===== config.mk =====
export PLATFORM = sky130hd
export DESIGN_NAME = l2_refill_ctrl_flat
export DESIGN_NICKNAME = d
export VERILOG_FILES = /design/src/rtl/l2_refill_ctrl_if.sv /design/src/rtl/l2_refill_ctrl.sv /design/src/flat_wrapper.sv
export SDC_FILE = /design/constraint.sdc
export NUM_CORES = 1
export LEC_CHECK = 0
export BUFFER_PORTS_ARGS = -buffer_cell sky130_fd_sc_hd__buf_2
export CORE_UTILIZATION = 51
export CTS_BUF_LIST = sky130_fd_sc_hd__clkbuf_8
export CTS_CLUSTER_DIAMETER = 80
export DETAILED_ROUTE_END_ITERATION = 6
export HOLD_SLACK_MARGIN = 0.03
export PLACE_DENSITY = 0.79
export RECOVER_POWER = 50
export SLEW_MARGIN = 10
export SYNTH_ARGS = -nofsm -noshare
export SYNTH_HDL_FRONTEND = slang
export SYNTH_SLANG_ARGS = --single-unit
export TNS_END_PERCENT = 5

===== constraint.sdc =====
create_clock -name clk_i -period 2 [get_ports clk_i]
set_input_delay 0.1 -clock clk_i [delete_from_list [all_inputs] [get_ports clk_i]]
set_output_delay 0.1 -clock clk_i [all_outputs]
set_load 0.005 [all_outputs]

===== src/rtl/l2_refill_ctrl_if.sv =====
// Handshake and data bundle between L2 (miss/fill side), main memory and the refill controller.
// master = refill controller, slave = environment (L2 cache plus memory).
interface l2_refill_ctrl_if #(
    parameter int ADDR_WIDTH  = 32,
    parameter int DATA_WIDTH  = 32,
    parameter int BLOCK_WORDS = 4
);
    logic                              miss_valid;
    logic                              miss_ready;
    logic [ADDR_WIDTH-1:0]             miss_address;
    logic                              mem_req_valid;
    logic                              mem_req_ready;
    logic [ADDR_WIDTH-1:0]             mem_address;
    logic                              mem_rdata_valid;
    logic [DATA_WIDTH-1:0]             mem_rdata;
    logic                              crit_valid;
    logic [DATA_WIDTH-1:0]             crit_data;
    logic                              fill_valid;
    logic [ADDR_WIDTH-1:0]             fill_address;
    logic [BLOCK_WORDS*DATA_WIDTH-1:0] fill_data;
    logic                              timeout_err;

    modport master (
        input  miss_valid, miss_address, mem_req_ready, mem_rdata_valid, mem_rdata,
        output miss_ready, mem_req_valid, mem_address, crit_valid, crit_data,
               fill_valid, fill_address, fill_data, timeout_err
    );

    modport slave (
        output miss_valid, miss_address, mem_req_ready, mem_rdata_valid, mem_rdata,
        input  miss_ready, mem_req_valid, mem_address, crit_valid, crit_data,
               fill_valid, fill_address, fill_data, timeout_err
    );
endinterface


===== src/rtl/l2_refill_ctrl.sv =====
// L2 refill controller: one burst read per miss, early critical-word forward, one-cycle block fill.
// Build macro CRITICAL_WORD_FIRST_EN: burst starts at the requested word and memory wraps.
module l2_refill_ctrl #(
    parameter int ADDR_WIDTH     = 32,
    parameter int DATA_WIDTH     = 32,
    parameter int BLOCK_WORDS    = 4,
    parameter int TIMEOUT_CYCLES = 64
) (
    input  logic             clk_i,
    input  logic             rst_ni,
    l2_refill_ctrl_if.master bus
);
    localparam int OFF_BITS = $clog2(BLOCK_WORDS * 4);
    localparam int IDX_W    = $clog2(BLOCK_WORDS);
    localparam int TMO_W    = $clog2(TIMEOUT_CYCLES + 1);
    localparam logic [IDX_W-1:0] LAST_BEAT = IDX_W'(BLOCK_WORDS - 1);
    localparam logic [TMO_W-1:0] TMO_LAST  = TMO_W'(TIMEOUT_CYCLES - 1);

    typedef enum logic [1:0] {
        S_IDLE = 2'd0,
        S_REQ  = 2'd1,
        S_WAIT = 2'd2,
        S_FILL = 2'd3
    } state_e;

    function automatic logic [ADDR_WIDTH-1:0] block_align(input logic [ADDR_WIDTH-1:0] a);
        return {a[ADDR_WIDTH-1:OFF_BITS], {OFF_BITS{1'b0}}};
    endfunction

    function automatic logic [ADDR_WIDTH-1:0] word_align(input logic [ADDR_WIDTH-1:0] a);
        return {a[ADDR_WIDTH-1:2], 2'b00};
    endfunction

    state_e                                 state_q, state_d;
    logic [ADDR_WIDTH-1:0]                  addr_q, addr_d;
    logic [IDX_W-1:0]                       beat_q, beat_d;
    logic [TMO_W-1:0]                       tmo_q, tmo_d;
    logic [BLOCK_WORDS-1:0][DATA_WIDTH-1:0] blk_q, blk_d;
    logic                                   miss_ready_q, miss_ready_d;
    logic                                   mem_req_valid_q, mem_req_valid_d;
    logic [ADDR_WIDTH-1:0]                  mem_address_q, mem_address_d;
    logic                                   crit_valid_q, crit_valid_d;
    logic [DATA_WIDTH-1:0]                  crit_data_q, crit_data_d;
    logic                                   fill_valid_q, fill_valid_d;
    logic [ADDR_WIDTH-1:0]                  fill_address_q, fill_address_d;
    logic [BLOCK_WORDS-1:0][DATA_WIDTH-1:0] fill_data_q, fill_data_d;
    logic                                   timeout_err_q, timeout_err_d;
    logic [IDX_W-1:0]                       crit_idx_s, start_s, slot_s;

    assign crit_idx_s = addr_q[OFF_BITS-1:2];
`ifdef CRITICAL_WORD_FIRST_EN
    assign start_s = crit_idx_s;
`else
    assign start_s = {IDX_W{1'b0}};
`endif
    // Beats land in wrap order starting at start_s; the narrow add gives the modulo for free.
    assign slot_s = start_s + beat_q;

    // Next-state, buffer and output-register computation.
    always_comb begin
        state_d        = state_q;
        addr_d         = addr_q;
        beat_d         = beat_q;
        tmo_d          = tmo_q;
        blk_d          = blk_q;
        mem_address_d  = mem_address_q;
        crit_valid_d   = 1'b0;
        crit_data_d    = crit_data_q;
        fill_valid_d   = 1'b0;
        fill_address_d = fill_address_q;
        fill_data_d    = fill_data_q;
        timeout_err_d  = 1'b0;
        case (state_q)
            S_IDLE: begin
                if (bus.miss_valid) begin
                    addr_d  = bus.miss_address;
                    state_d = S_REQ;
`ifdef CRITICAL_WORD_FIRST_EN
                    mem_address_d = word_align(bus.miss_address);
`else
                    mem_address_d = block_align(bus.miss_address);
`endif
                end else begin
                    state_d = S_IDLE;
                end
            end
            S_REQ: begin
                if (bus.mem_req_ready) begin
                    state_d = S_WAIT;
                    beat_d  = {IDX_W{1'b0}};
                    tmo_d   = {TMO_W{1'b0}};
                    blk_d   = '0;
                end else begin
                    state_d = S_REQ;
                end
            end
            S_WAIT: begin
                if (bus.mem_rdata_valid) begin
                    blk_d[slot_s] = bus.mem_rdata;
                    beat_d        = beat_q + IDX_W'(1);
                    tmo_d         = {TMO_W{1'b0}};
                    if (slot_s == crit_idx_s) begin
                        crit_valid_d = 1'b1;
                        crit_data_d  = bus.mem_rdata;
                    end else begin
                        crit_valid_d = 1'b0;
                    end
                    if (beat_q == LAST_BEAT) begin
                        state_d        = S_FILL;
                        fill_valid_d   = 1'b1;
                        fill_address_d = block_align(addr_q);
                        fill_data_d    = blk_d;
                    end else begin
                        state_d = S_WAIT;
                    end
                end else if (tmo_q >= TMO_LAST) begin
                    // Memory went silent: abandon the burst and drop whatever arrived.
                    timeout_err_d = 1'b1;
                    blk_d         = '0;
                    state_d       = S_IDLE;
                end else begin
                    tmo_d = tmo_q + TMO_W'(1);
                end
            end
            S_FILL: begin
                state_d = S_IDLE;
            end
            default: begin
                state_d = S_IDLE;
            end
        endcase
        miss_ready_d    = (state_d == S_IDLE);
        mem_req_valid_d = (state_d == S_REQ);
    end

    // State, datapath and output registers with asynchronous clear.
    always_ff @(posedge clk_i or negedge rst_ni) begin
        if (!rst_ni) begin
            state_q         <= S_IDLE;
            addr_q          <= '0;
            beat_q          <= '0;
            tmo_q           <= '0;
            blk_q           <= '0;
            miss_ready_q    <= 1'b1;
            mem_req_valid_q <= 1'b0;
            mem_address_q   <= '0;
            crit_valid_q    <= 1'b0;
            crit_data_q     <= '0;
            fill_valid_q    <= 1'b0;
            fill_address_q  <= '0;
            fill_data_q     <= '0;
            timeout_err_q   <= 1'b0;
        end else begin
            state_q         <= state_d;
            addr_q          <= addr_d;
            beat_q          <= beat_d;
            tmo_q           <= tmo_d;
            blk_q           <= blk_d;
            miss_ready_q    <= miss_ready_d;
            mem_req_valid_q <= mem_req_valid_d;
            mem_address_q   <= mem_address_d;
            crit_valid_q    <= crit_valid_d;
            crit_data_q     <= crit_data_d;
            fill_valid_q    <= fill_valid_d;
            fill_address_q  <= fill_address_d;
            fill_data_q     <= fill_data_d;
            timeout_err_q   <= timeout_err_d;
        end
    end

    assign bus.miss_ready    = miss_ready_q;
    assign bus.mem_req_valid = mem_req_valid_q;
    assign bus.mem_address   = mem_address_q;
    assign bus.crit_valid    = crit_valid_q;
    assign bus.crit_data     = crit_data_q;
    assign bus.fill_valid    = fill_valid_q;
    assign bus.fill_address  = fill_address_q;
    assign bus.fill_data     = fill_data_q;
    assign bus.timeout_err   = timeout_err_q;
endmodule


===== src/flat_wrapper.sv =====
// flat-port wrapper written by rule: the top's interface ports become plain ports
module l2_refill_ctrl_flat 
#(
    parameter int ADDR_WIDTH     = 32,
    parameter int DATA_WIDTH     = 32,
    parameter int BLOCK_WORDS    = 4,
    parameter int TIMEOUT_CYCLES = 64
)
  (clk_i, rst_ni, bus_miss_valid, bus_miss_address, bus_mem_req_ready, bus_mem_rdata_valid, bus_mem_rdata, bus_miss_ready, bus_mem_req_valid, bus_mem_address, bus_crit_valid, bus_crit_data, bus_fill_valid, bus_fill_address, bus_fill_data, bus_timeout_err);
  l2_refill_ctrl_if #(.ADDR_WIDTH(ADDR_WIDTH), .DATA_WIDTH(DATA_WIDTH), .BLOCK_WORDS(BLOCK_WORDS)) bus_i ();
  input  logic clk_i;
  input  logic rst_ni;
  input wire logic [$bits(bus_i.miss_valid)-1:0] bus_miss_valid;
  input wire logic [$bits(bus_i.miss_address)-1:0] bus_miss_address;
  input wire logic [$bits(bus_i.mem_req_ready)-1:0] bus_mem_req_ready;
  input wire logic [$bits(bus_i.mem_rdata_valid)-1:0] bus_mem_rdata_valid;
  input wire logic [$bits(bus_i.mem_rdata)-1:0] bus_mem_rdata;
  output wire logic [$bits(bus_i.miss_ready)-1:0] bus_miss_ready;
  output wire logic [$bits(bus_i.mem_req_valid)-1:0] bus_mem_req_valid;
  output wire logic [$bits(bus_i.mem_address)-1:0] bus_mem_address;
  output wire logic [$bits(bus_i.crit_valid)-1:0] bus_crit_valid;
  output wire logic [$bits(bus_i.crit_data)-1:0] bus_crit_data;
  output wire logic [$bits(bus_i.fill_valid)-1:0] bus_fill_valid;
  output wire logic [$bits(bus_i.fill_address)-1:0] bus_fill_address;
  output wire logic [$bits(bus_i.fill_data)-1:0] bus_fill_data;
  output wire logic [$bits(bus_i.timeout_err)-1:0] bus_timeout_err;
  assign bus_i.miss_valid = bus_miss_valid;
  assign bus_i.miss_address = bus_miss_address;
  assign bus_i.mem_req_ready = bus_mem_req_ready;
  assign bus_i.mem_rdata_valid = bus_mem_rdata_valid;
  assign bus_i.mem_rdata = bus_mem_rdata;
  assign bus_miss_ready = bus_i.miss_ready;
  assign bus_mem_req_valid = bus_i.mem_req_valid;
  assign bus_mem_address = bus_i.mem_address;
  assign bus_crit_valid = bus_i.crit_valid;
  assign bus_crit_data = bus_i.crit_data;
  assign bus_fill_valid = bus_i.fill_valid;
  assign bus_fill_address = bus_i.fill_address;
  assign bus_fill_data = bus_i.fill_data;
  assign bus_timeout_err = bus_i.timeout_err;
  l2_refill_ctrl #(.ADDR_WIDTH(ADDR_WIDTH), .DATA_WIDTH(DATA_WIDTH), .BLOCK_WORDS(BLOCK_WORDS), .TIMEOUT_CYCLES(TIMEOUT_CYCLES)) u_core (.clk_i(clk_i), .rst_ni(rst_ni), .bus(bus_i));
endmodule

# After elaboration in Yosys (flattened, before gate mapping)
# Cells that the tools add are included.
# classes
n_addsub	2
n_reduce_logical	10
magnitude_cmp	3
eq_ne	10
n_mux	29
# op_table
operator	count
$mux W128	3
$pmux W128 S2	1
$bwmux W128	1
$demux W32 S2	1
$mux W32	1
$mux W7	3
$reduce_and A3 Y1	5
$pmux W7 S2	1
$mux W1	11
$mux W2	5
$pmux W2 S4	1
$add A7 B1 Y7 const B	1
$ge A7 B6 Y1 const B	1
$eq A2 B2 Y1 const B	3
$eq A2 B1 Y1 const B	2
$logic_not A2 Y1	2
$ne A2 B2 Y1 const B	2
$pmux W2 S2	1
$lt A2 B3 Y1 const B	1
$ne A3 B2 Y1 const B	1
$ne A3 B3 Y1 const B	1
$add A2 B1 Y2 const B	1
$eq A2 B2 Y1	1
$ge A2 B1 Y1 const B	1
other kinds (3)	3
# totals
elab_cells	74
output_inout_bits	229
register_bits	392
input_bits	69

# Depth between registers and ports, before layout
# Gate-level depths: netlist of the first run.
# depth
ltp_word	7
mapped_depth	10
depth_no_buf	7

# Least setup slack after synthesis of the first run
# Ideal clock, no wire load.
# synth_timing
path_type	flip-flop to flip-flop
startpoint	register u_core.state_q[0]
endpoint	register u_core.crit_data_q[10] (netlist: u_core.bus.crit_data[10])
setup_slack_ns	0.078
n_path_buf	2
setup_time_ns	0.125
arrival_time_ns	1.797
required_ns	1.875
stages_incl_launch_ff	8
synth_period_minus_slack_ns	1.922
cell_sequence	dfrtp_1 -> inv_1 -> ha_1 -> buf_4 -> nand2_4 -> nor3_2 -> buf_6 -> mux2_2
# synth_between
elab_chain_len	2
# synth_lines
item	line	text
start: declaration	l2_refill_ctrl.sv:34	state_e state_q, state_d;
start signal: assignment	l2_refill_ctrl.sv:154	state_q <= state_d;
$eq A2 B2 Y1	l2_refill_ctrl.sv:73	case (state_q)
$reduce_and A3 Y1 (no source line)	-	
end signal: assignment	l2_refill_ctrl.sv:163	crit_data_q <= crit_data_d;
end: declaration	l2_refill_ctrl.sv:43	logic [DATA_WIDTH-1:0] crit_data_q, crit_data_d;
# No other way between the ends.
# A chain may end at the register's enable or synchronous reset.

# Worst setup path after layout of the first run
# layout_timing
startpoint	register u_core.state_q[0]
endpoint	register u_core.fill_data_q, in the netlist u_core.bus.fill_data[21]
# layout_between
elab_chain_len	2
# layout_lines
item	line	text
$eq A2 B2 Y1	l2_refill_ctrl.sv:73	
$reduce_and A3 Y1 (no source line)	-	
end signal: assignment	l2_refill_ctrl.sv:166	fill_data_q <= fill_data_d;
end: declaration	l2_refill_ctrl.sv:46	logic [BLOCK_WORDS-1:0][DATA_WIDTH-1:0] fill_data_q, fill_data_d;
# No other way between the ends.

==> impl_metrics.toml, run 1 <==
[placed_design]
port_buffers = 287
dpl.hpwl_um = 21500
routabilityCongestion = 0.781
pre_cts_slack_ns = -0.171
placed_cells = 1703
place_area_sq_um = 15300

[clock_network]
numCtsBuffers = 53
path_clk_slew_ns = 0.06
cts.sinks = 330
cts_setup_buffers = 0
insertion_delay_ns = 0.56
cts_tree = "yes"
clockBufferDepth = 3
clock-root-buffer = "clkbuf_8"
h-tree-depth = 2

[critical_path]
ff2ff_path_depth = 8
worst-setup-path-type = "reg2reg"
rr_startpoint = "u_core.state_q[0]$_DFF_PN0_"
critical_path.top_delay_family = "buffers and inverters"
start_kind = "register"
path_cells = "inv_1 -> ha_4 -> and2_1 -> nand2_2 -> clkinv_8 -> buf_16 -> nor2_1 -> a21oi_1"
cp.required_ns = 2.47
critPathBufInv = 3
cp_slowest_cell = "dfrtp_1"
endpoint_kind = "register"
arrival_ns = 2.34
path_max_fanout = 49
ff2ff_setup_slack_ns = 0.13
reg2reg_to = "u_core.bus.fill_data[21]$_DFFE_PN0P_"
max_stage_delay_ns = 0.41

[synthesis]
synth_top_family_by_area = "multiplexers"
synth_compound_gate_area_share = 0.116
synth-xor-area-share = 0.00127
yosys_warnings = 0
synth_edf_count = 0
mappedNetlistArea_sq_um = 13800
yosysSeqAreaShare = 0.600
synth.top_cell.area_share = 0.598
async_flop_share = 1.00
synth.area.top_cells = "dfrtp_1 (60%), mux2i_1 (7.0%), a22o_1 (6.2%), mux2_2 (5.2%), nand2_1 (5.1%)"
syn_inst = 1185
avgSynthCellArea_sq_um = 11.6
synth-seq-cells = 330
yosys_most_used_dff = "dfrtp_1"
muxShareOfSynthArea = 0.121
yosysUniqueCellTypes = 47
yosys.area_share.adder = 0.00818
synth_area_leader_cell = "dfrtp_1"
synth-simple-area-share = 0.0903

[floorplanning]
core-area_sq_um = 26300
start_util = 0.524
ios = 298
rows = 59
die_x_um = 166
die_h_um = 166
die_area_sq_um = 27600

[layout]
diodes = 0
final_cell_mix = "dfrtp_1 (329), buf_2 (236), nand2_1 (186)"
syn_to_final_growth_pct = 23.4
final_core_util = 0.646
final-instance-count-excl-fill = 1860
layout.cells.most_common = "dfrtp_1"
final_cell_area_sq_um = 17000
final_layout_size_suffix_gt1_frac = 0.279
nNetsFinal = 1568

[routing]
drtIter0Drc = 680
vias = 10100
drc = 17
routedWlPerCell_um = 18.6
vias_per_cell = 5.43
wl_um = 34700
firstDrtPassIters = 7
detail-route-antenna-nets = 0

[sta]
clock_skew_ns = 0.0170
slew_headroom = -0.0438
drv_slew = 57
layout_setup_ws_ns = 0.127
fmax_mhz = 534
timing.final.crit_share = 0.937
finalCriticalPeriod_ns = 1.87
whs_ns = 0.310
setup_viol = 0
worst_slew_pin_slew_ns = 1.57
hold_violations = 0

[global_routing]
grt_max_degree = 76
busiest_layer = "met2"
use_met3 = 0.0517
grtUsageMet2 = 0.410
use_met1 = 0.339
grt_use_total = 0.252
grt_overflow = 0
antenna_found_initial = 0
grt_first_pass_wirelength_um = 55800
grt_pass1_vias = 10400

[run]
cap_violations = 1

[power_and_ir_drop]
powerDensity_nw_per_um2 = 1080
vdd_drop_max_mv = 0.822
p_leak_nw = 8.94

[status]
violations = "design-rule violations, max-capacitance violations, max-slew violations"
status = "finished with violations"

[hold_path]
whs_path_depth = 3
hp-class = "in2reg"
min_to = "u_core.addr_q[16]$_DFFE_PN0P_"
worstHoldStart = "bus_miss_address[16]"
[registers in the layout, summed over array words and instances (netlist names)]
name / flops
u_core.bus.crit_valid: 1
u_core.addr_q: 30
u_core.beat_q: 2
u_core.blk_q: 96
u_core.bus.mem_req_valid: 1
u_core.bus.fill_data: 128
u_core.bus.fill_address: 28
u_core.bus.timeout_err: 1
u_core.bus.crit_data: 32
u_core.bus.miss_ready: 1
u_core.tmo_q: 7
u_core.bus.fill_valid: 1
u_core.state_q: 2
[Yosys cell counts (2+ instances only)]
cell type,count
dfrtp_1,329
nand2_1,186
a21oi_1,99
nor2_1,99
a22o_1,98
mux2i_1,96
mux2_2,63
clkbuf_1,52
buf_4,39
buf_2,33
buf_6,12
ha_1,9
buf_1,8
inv_1,8
nand3_1,5
o21ai_0,5
o21a_1,4
and3_1,3
o211ai_4,3
a41oi_1,2
and2_1,2
clkbuf_2,2
nand2b_1,2
nor3_1,2
xor2_1,2
[routing by layer]
layer / share of wire / vias up / routed length, um
met5: 0 / - / 0
met4: 0.023 / 0 / 811
met3: 0.072 / 56 / 2490
met2: 0.48 / 407 / 16700
met1: 0.42 / 5044 / 14700
li1: - / 4595 / -
[stage by stage]
step	TNS (ns)	total power, mW
after floorplan	0	11.4
after global placement	-0.977	12.6
after detailed placement	-4.85	12.7
after CTS	0	18.4
after global routing	-0.000442	19.2
final	0	18.3
[layout make-up]
class | instances | area (sq um)
Multi-Input combinational cell | 707 | 4700
Clock inverter | 26 | 133
Tap cell | 335 | 419
Sequential cell | 330 | 8260
Clock buffer | 64 | 881
Timing Repair Buffer | 389 | 2550
Inverter | 9 | 46.3
Fill cell | 1998 | 9300
[report_power, final]
group	total, mW	switching, mW	leakage (nW)	internal (mW)
Clock	5.55	2.55	0.602	3.00
Sequential	8.20	0.614	4.50	7.58
Combinational	4.59	2.37	3.83	2.22
[tightest hold or removal path: cells and delay by family]
family,cells,cell delay [ns]
multiplexers,1,0.12
buffers and inverters,2,0.61
[worst max-delay path by stage]
stage	endpoint	slack (ns)	startpoint	depth (start not counted)
after floorplan	u_core.bus.crit_data[10]$_DFFE_PN0P_	0.08	u_core.state_q[0]$_DFF_PN0_	7
after global placement	u_core.blk_q[81]$_DFFE_PN0P_	-0.03	u_core.state_q[0]$_DFF_PN0_	5
after detailed placement	u_core.blk_q[68]$_DFFE_PN0P_	-0.17	u_core.state_q[0]$_DFF_PN0_	5
after CTS	u_core.bus.fill_data[32]$_DFFE_PN0P_	0.06	u_core.state_q[0]$_DFF_PN0_	8
after global routing	u_core.bus.fill_data[20]$_DFFE_PN0P_	-0.0004	u_core.state_q[0]$_DFF_PN0_	8
final	u_core.bus.fill_data[21]$_DFFE_PN0P_	0.13	u_core.state_q[0]$_DFF_PN0_	8
[kinds of logic (layout without fill, tap and decap cells)]
kind of cell,Yosys count,after routing
flops,330,330
buf+inv,155,488
fa+ha+maj,9,9
mux,159,159
simple gates,308,308
other cells,1,8
compound gates,221,221
xor+xnor,2,2
[what timing repair did]
item                       4_1_cts  5_1_grt
hold endpoints to repair       622        0
cloned                           0        1
setup endpoints to repair       42       65
hold buffers                    66        0
resized for setup                2        7
Power figures use the tool's default switching activity.
==> run 2: changes to the inputs <==
--- a/config.mk
+++ b/config.mk
@@ -6,12 +6,14 @@
 export NUM_CORES = 1
 export LEC_CHECK = 0
 export BUFFER_PORTS_ARGS = -buffer_cell sky130_fd_sc_hd__buf_2
-export CORE_UTILIZATION = 51
+export CELL_PAD_IN_SITES_DETAIL_PLACEMENT = 1
+export CELL_PAD_IN_SITES_GLOBAL_PLACEMENT = 1
+export CORE_UTILIZATION = 44
 export CTS_BUF_LIST = sky130_fd_sc_hd__clkbuf_8
 export CTS_CLUSTER_DIAMETER = 80
 export DETAILED_ROUTE_END_ITERATION = 6
 export HOLD_SLACK_MARGIN = 0.03
-export PLACE_DENSITY = 0.79
+export PLACE_DENSITY_LB_ADDON = 0.1
 export RECOVER_POWER = 50
 export SLEW_MARGIN = 10
 export SYNTH_ARGS = -nofsm -noshare
==> constraint.sdc (replaced) <==
create_clock -name clk_i -period 2.1 [get_ports clk_i]
set_input_delay 0.105 -clock clk_i [delete_from_list [all_inputs] [get_ports clk_i]]
set_output_delay 0.105 -clock clk_i [all_outputs]
set_load 0.005 [all_outputs]
==> run 2 against run 1 <==
Net effect:
- non-clock buffer count did not move
- flip-flop and latch count did not move
- final area is 0.60% higher
- worst hold slack got worse by 0.017 ns
- largest cell class unchanged
- the flow finishes with violations (max-capacitance violations, max-slew violations)
- die area up 16%
- routed wire length up 8.0%
- clock skew is 0.015 ns higher
- critical endpoint is now u_core.blk_q[90]$_DFFE_PN0P_
==> impl_metrics.toml, run 2 (same netlist as run 1, synthesis figures left out) <==
[floorplanning]
rows = 64
die_area_sq_um = 32000
die_x_um = 179
ios = 298
core-area_sq_um = 30700
die_h_um = 179
start_util = 0.449

[routing]
drc = 0
firstDrtPassIters = 4
drtIter0Drc = 522
detail-route-antenna-nets = 0
routedWlPerCell_um = 19.4
wl_um = 37500
vias_per_cell = 5.23
vias = 10100

[sta]
clock_skew_ns = 0.0315
hold_violations = 0
finalCriticalPeriod_ns = 1.96
fin_tns_setup_ns = 0
slew_headroom = -0.106
setup_viol = 0
fmax_mhz = 510
timing.final.crit_share = 0.934
layout_setup_ws_ns = 0.140
worst_slew_pin_slew_ns = 1.66
drv_slew = 62
rsz0062_at_grt = "no"

[clock_network]
numCtsBuffers = 56
cts.sinks = 330
h-tree-depth = 2
cts_tree = "yes"
clock-root-buffer = "clkbuf_8"
clockBufferDepth = 3
insertion_delay_ns = 0.58
path_clk_slew_ns = 0.06

[critical_path]
start_kind = "register"
path_max_fanout = 22
worst-setup-path-type = "reg2reg"
reg2reg_to = "u_core.blk_q[90]$_DFFE_PN0P_"
arrival_ns = 2.41
cp.required_ns = 2.55
rr_startpoint = "u_core.state_q[1]$_DFF_PN0_"
ff2ff_path_depth = 6
ff2ff_setup_slack_ns = 0.14
endpoint_kind = "register"

[global_routing]
grt_pass1_vias = 10600
antenna_found_initial = 0
grt_first_pass_wirelength_um = 58700
grt_max_degree = 65
grt_overflow = 0
grt_use_total = 0.235

[layout]
multi_input_comb_area_sq_um = 4710
layout.cells.most_common = "dfrtp_1"
syn_to_final_growth_pct = 24.2
fill_cells = 3294
final_cell_mix = "dfrtp_1 (329), buf_2 (202), nand2_1 (186)"
final_cell_area_sq_um = 17100
nNetsFinal = 1571
regArea_sq_um = 8260
diodes = 0
largest_register_ffs = 128
final-instance-count-excl-fill = 1926
final_layout_size_suffix_gt1_frac = 0.259

[power_and_ir_drop]
vdd_drop_max_mv = 0.549
p_leak_nw = 8.83
power_mw = 17.7
powerDensity_nw_per_um2 = 1040

[placed_design]
port_buffers = 287
placed_cells = 1764
dpl.hpwl_um = 23800
routabilityCongestion = 0.748
pre_cts_slack_ns = 0.0163
place_area_sq_um = 15400

[run]
cap_violations = 1

[status]
violations = "max-capacitance violations, max-slew violations"
status = "finished with violations"

[hold_path]
worstHoldStart = "bus_miss_address[24]"
hp-class = "in2reg"
whs_path_depth = 3
min_to = "u_core.addr_q[24]$_DFFE_PN0P_"
-- run 2: worst max path at each step --
stage / endpoint / from / cells after the start
after floorplan: u_core.bus.crit_data[10]$_DFFE_PN0P_ / u_core.state_q[0]$_DFF_PN0_ / 7
after global placement: u_core.tmo_q[5]$_DFFE_PN0P_ / u_core.state_q[0]$_DFF_PN0_ / 7
after detailed placement: u_core.blk_q[55]$_DFFE_PN0P_ / u_core.state_q[0]$_DFF_PN0_ / 5
after CTS: u_core.bus.crit_data[8]$_DFFE_PN0P_ / u_core.state_q[0]$_DFF_PN0_ / 7
after global routing: u_core.blk_q[89]$_DFFE_PN0P_ / u_core.state_q[1]$_DFF_PN0_ / 6
final: u_core.blk_q[90]$_DFFE_PN0P_ / u_core.state_q[1]$_DFF_PN0_ / 6
-- run 2: layer usage --
metal	routed length (um)	track usage
met1	16000	0.298
met2	18200	0.394
met3	2640	0.0659
met4	625	0.0551
met5	0	0
-- run 2: final cells by class --
cell class                      instances  area share
Sequential cell                       330       0.483
Clock inverter                         24     0.00571
Clock buffer                           71      0.0572
Inverter                                9     0.00271
Timing Repair Buffer                  389       0.146
Tap cell                              396      0.0290
Multi-Input combinational cell        707       0.276
-- run 2: stage by stage --
| step | hold slack, ns | utilization |
|---|---|---|
| 2_1_floorplan | -0.191 | - |
| 3_3_place_gp | 0.117 | 0.503 |
| 3_5_place_dp | 0.121 | 0.503 |
| 4_1_cts | 0.0929 | 0.560 |
| 5_1_grt | 0.267 | 0.557 |
| 6_report | 0.293 | 0.557 |
-- run 2: worst max-delay path: stages, from the launching register on --
cell      delay (ns)
dfrtp_1         0.42
inv_1           0.12
ha_1            0.22
nand2b_1        0.23
and3_2          0.41
buf_12          0.21
a22o_1          0.20
-- run 2: power breakdown --
part,internal (mW),switching (mW),leakage (nW)
Combinational,2.10,2.31,3.70
Clock,3.00,2.53,0.635
Sequential,7.23,0.567,4.50
-- run 2: what timing repair did --
item                                   in CTS  in global routing
hold buffers                               66                  0
setup buffers                               0                  0
gates cloned                                0                  1
setup endpoints to repair                   9                161
resized for setup                           1                  6
endpoints found under the hold margin     620                  0
pin swaps                                   0                  0
==> run 3: changes to the inputs <==
--- a/config.mk
+++ b/config.mk
@@ -5,15 +5,17 @@
 export SDC_FILE = /design/constraint.sdc
 export NUM_CORES = 1
 export LEC_CHECK = 0
+export ABC_AREA = 1
 export BUFFER_PORTS_ARGS = -buffer_cell sky130_fd_sc_hd__buf_2
 export CELL_PAD_IN_SITES_DETAIL_PLACEMENT = 1
 export CELL_PAD_IN_SITES_GLOBAL_PLACEMENT = 1
-export CORE_UTILIZATION = 44
+export CORE_ASPECT_RATIO = 0.7
+export CORE_UTILIZATION = 42
 export CTS_BUF_LIST = sky130_fd_sc_hd__clkbuf_8
 export CTS_CLUSTER_DIAMETER = 80
 export DETAILED_ROUTE_END_ITERATION = 6
 export HOLD_SLACK_MARGIN = 0.03
-export PLACE_DENSITY_LB_ADDON = 0.1
+export PLACE_DENSITY = 0.83
 export RECOVER_POWER = 50
 export SLEW_MARGIN = 10
 export SYNTH_ARGS = -nofsm -noshare
==> run 3 against run 2 <==
Net effect:
- the flow finishes with violations (design-rule violations)
- fmax fell by 0.14%
- critical path type unchanged
- sequential power is 9.6% higher
- highest routed layer unchanged
- first-iteration DRC count up 54%
- sequential share of layout area is 0.60 points lower
- final area grew 1.3%
- via count rose by 23%
- total power increased by 16%
- synthesized cell count grew 36%
- critical path depth is 3 higher
==> impl_metrics.toml, run 3 <==
[status]
status = "finished with violations"
violations = "design-rule violations"

[power_and_ir_drop]
p_leak_nw = 9.05
vdd_drop_max_mv = 0.629
powerDensity_nw_per_um2 = 1190
power_mw = 20.6

[critical_path]
endpoint_kind = "register"
arrival_ns = 2.49
max_stage_delay_ns = 0.44
worst-setup-path-type = "reg2reg"
rr_startpoint = "u_core.tmo_q[0]$_DFFE_PN0P_"
critPathBufInv = 1
reg2reg_to = "u_core.blk_q[34]$_DFFE_PN0P_"
path_max_fanout = 42
cp.required_ns = 2.63
path_cells = "ha_1 -> nand2_1 -> nand2_1 -> nand2_1 -> nand3_2 -> nand2_4 -> buf_4 -> nand2_1 -> nand2_1"
start_kind = "register"
ff2ff_setup_slack_ns = 0.14
critical_path.top_delay_family = "simple AND/OR/NAND/NOR gates"
crit_start = "u_core.tmo_q[0]$_DFFE_PN0P_"
cp_slowest_cell = "dfrtp_1"
crit_path_frequent_cell = "nand2_1"
ff2ff_path_depth = 9

[hold_path]
hp-class = "in2async"

[clock_network]
h-tree-depth = 2
numCtsBuffers = 52
clockBufferDepth = 3
path_clk_slew_ns = 0.07
insertion_delay_ns = 0.63
clock-root-buffer = "clkbuf_8"
cts_tree = "yes"
cts.sinks = 330

[synthesis]
async_flop_share = 1.00
synth_common_cells = "nand2_1 (657), dfrtp_1 (329), o21ai_0 (252), nor2_1 (103), clkbuf_1 (55)"
avgSynthCellArea_sq_um = 8.70
synth_compound_gate_area_share = 0.0960
mappedNetlistArea_sq_um = 14000
muxShareOfSynthArea = 0.0241
synth.top_cell.area_share = 0.588
synth-xor-area-share = 0.00125
yosysSeqAreaShare = 0.590
yosysMostFrequentCell = "nand2_1"
synth-seq-cells = 330
yosys.area_share.adder = 0.00804
yosys_warnings = 0
synth-simple-area-share = 0.213
synth_area_leader_cell = "dfrtp_1"
synth_top_family_by_area = "simple AND/OR/NAND/NOR gates"
syn_inst = 1609
yosysUniqueCellTypes = 28
synth_edf_count = 0
yosys_most_used_dff = "dfrtp_1"
synth.area.top_cells = "dfrtp_1 (59%), nand2_1 (18%), o21ai_0 (9.0%), nor2_1 (2.8%), mux2_2 (2.4%)"

[floorplanning]
ios = 298
rows = 55
die_x_um = 220
die_area_sq_um = 34100
core-area_sq_um = 32600
die_h_um = 155
start_util = 0.430

[layout]
syn_to_final_growth_pct = 23.6
layout.cells.most_common = "nand2_1"
largest_register_ffs = 128
fill_cells = 3951
final_layout_size_suffix_gt1_frac = 0.183
final_cell_area_sq_um = 17300
final_cell_mix = "nand2_1 (657), dfrtp_1 (329), o21ai_0 (252)"
nNetsFinal = 2005

[global_routing]
grt_overflow = 0
grt_pass1_vias = 13600
grt_use_total = 0.284
grt_max_degree = 66
grt_first_pass_wirelength_um = 75500
antenna_found_initial = 1

[routing]
vias_per_cell = 5.20
firstDrtPassIters = 7
detail-route-antenna-nets = 0
routedWlPerCell_um = 19.8
drtIter0Drc = 803
drc = 12
wl_um = 47300
vias = 12400

[sta]
timing.final.crit_share = 0.935
whs_ns = 0.0227
drv_slew = 0
setup_viol = 0
slew_headroom = 0.244
hold_violations = 0
rsz0062_at_grt = "no"
fmax_mhz = 509
fin_tns_setup_ns = 0
clock_skew_ns = 0.0552
finalCriticalPeriod_ns = 1.96
layout_setup_ws_ns = 0.137
worst_slew_pin_slew_ns = 1.13

[run]
cap_violations = 0

[placed_design]
dpl.hpwl_um = 29800
pre_cts_slack_ns = 0.0861
port_buffers = 287
place_area_sq_um = 15800
routabilityCongestion = 0.805
==> run 3: cell count changes after synthesis, sizes merged, moves of 13 or more <==
cell and change:
inv +48, mux2i -96, a21oi -97, o21ai +259, nand2 +471, mux2 -33, buf -13, a22o -98
==> run 3: area by class of cell <==
class                           count  area (sq um)  area share
Timing Repair Buffer              391          2390       0.138
Multi-Input combinational cell   1095          4840       0.280
Clock inverter                     25           129     0.00745
Tap cell                          427           534      0.0309
Sequential cell                   330          8260       0.477
Inverter                           57           224      0.0129
Clock buffer                       67           922      0.0533
Antenna cell                        1          2.50    0.000145
==> run 3: what timing repair did <==
action	in CTS	in global routing
setup buffers	0	0
hold buffers	66	0
resized for setup	0	2
hold endpoints to repair	356	0
setup endpoints to repair	0	56
==> run 3: stage by stage <==
step / std cells / util
after floorplan: 1616 / -
after global placement: 2234 / 0.484
after detailed placement: 2234 / 0.484
after CTS: 2392 / 0.536
after global routing: 2393 / 0.532
final: 2393 / 0.532
==> run 3: worst max-delay path by stage <==
stage	to	slack, ns	depth (start not counted)
6_report	u_core.blk_q[34]$_DFFE_PN0P_	0.14	9
5_1_grt	u_core.blk_q[50]$_DFFE_PN0P_	0.02	9
4_1_cts	u_core.blk_q[91]$_DFFE_PN0P_	0.05	9
3_5_place_dp	u_core.blk_q[91]$_DFFE_PN0P_	0.09	9
3_3_place_gp	u_core.blk_q[81]$_DFFE_PN0P_	0.16	9
2_1_floorplan	u_core.bus.fill_data[0]$_DFFE_PN0P_	0.41	11
==> run 3: cell families (layout without fill, tap and decap cells) <==
logic type,Yosys count,after routing
DFF,330,330
other,1,9
xor gates and xnor gates,2,2
AOI/OAI and AO/OA,268,268
muxes,30,30
buffers and inverters,191,540
and+or+nand+nor,778,778
adders and majority gates,9,9
==> run 3: power breakdown <==
part	total [mW]	internal [mW]	switching [mW]	leakage [nW]
clock	5.63	2.97	2.67	0.619
combinational	6.45	2.31	4.14	3.94
sequential	8.54	7.66	0.886	4.50
==> run 3: metal layers <==
metal	global-route usage	share of wire
met1	0.352	0.41
met3	0.0625	0.058
met2	0.484	0.50
met5	0	0
met4	0.107	0.030
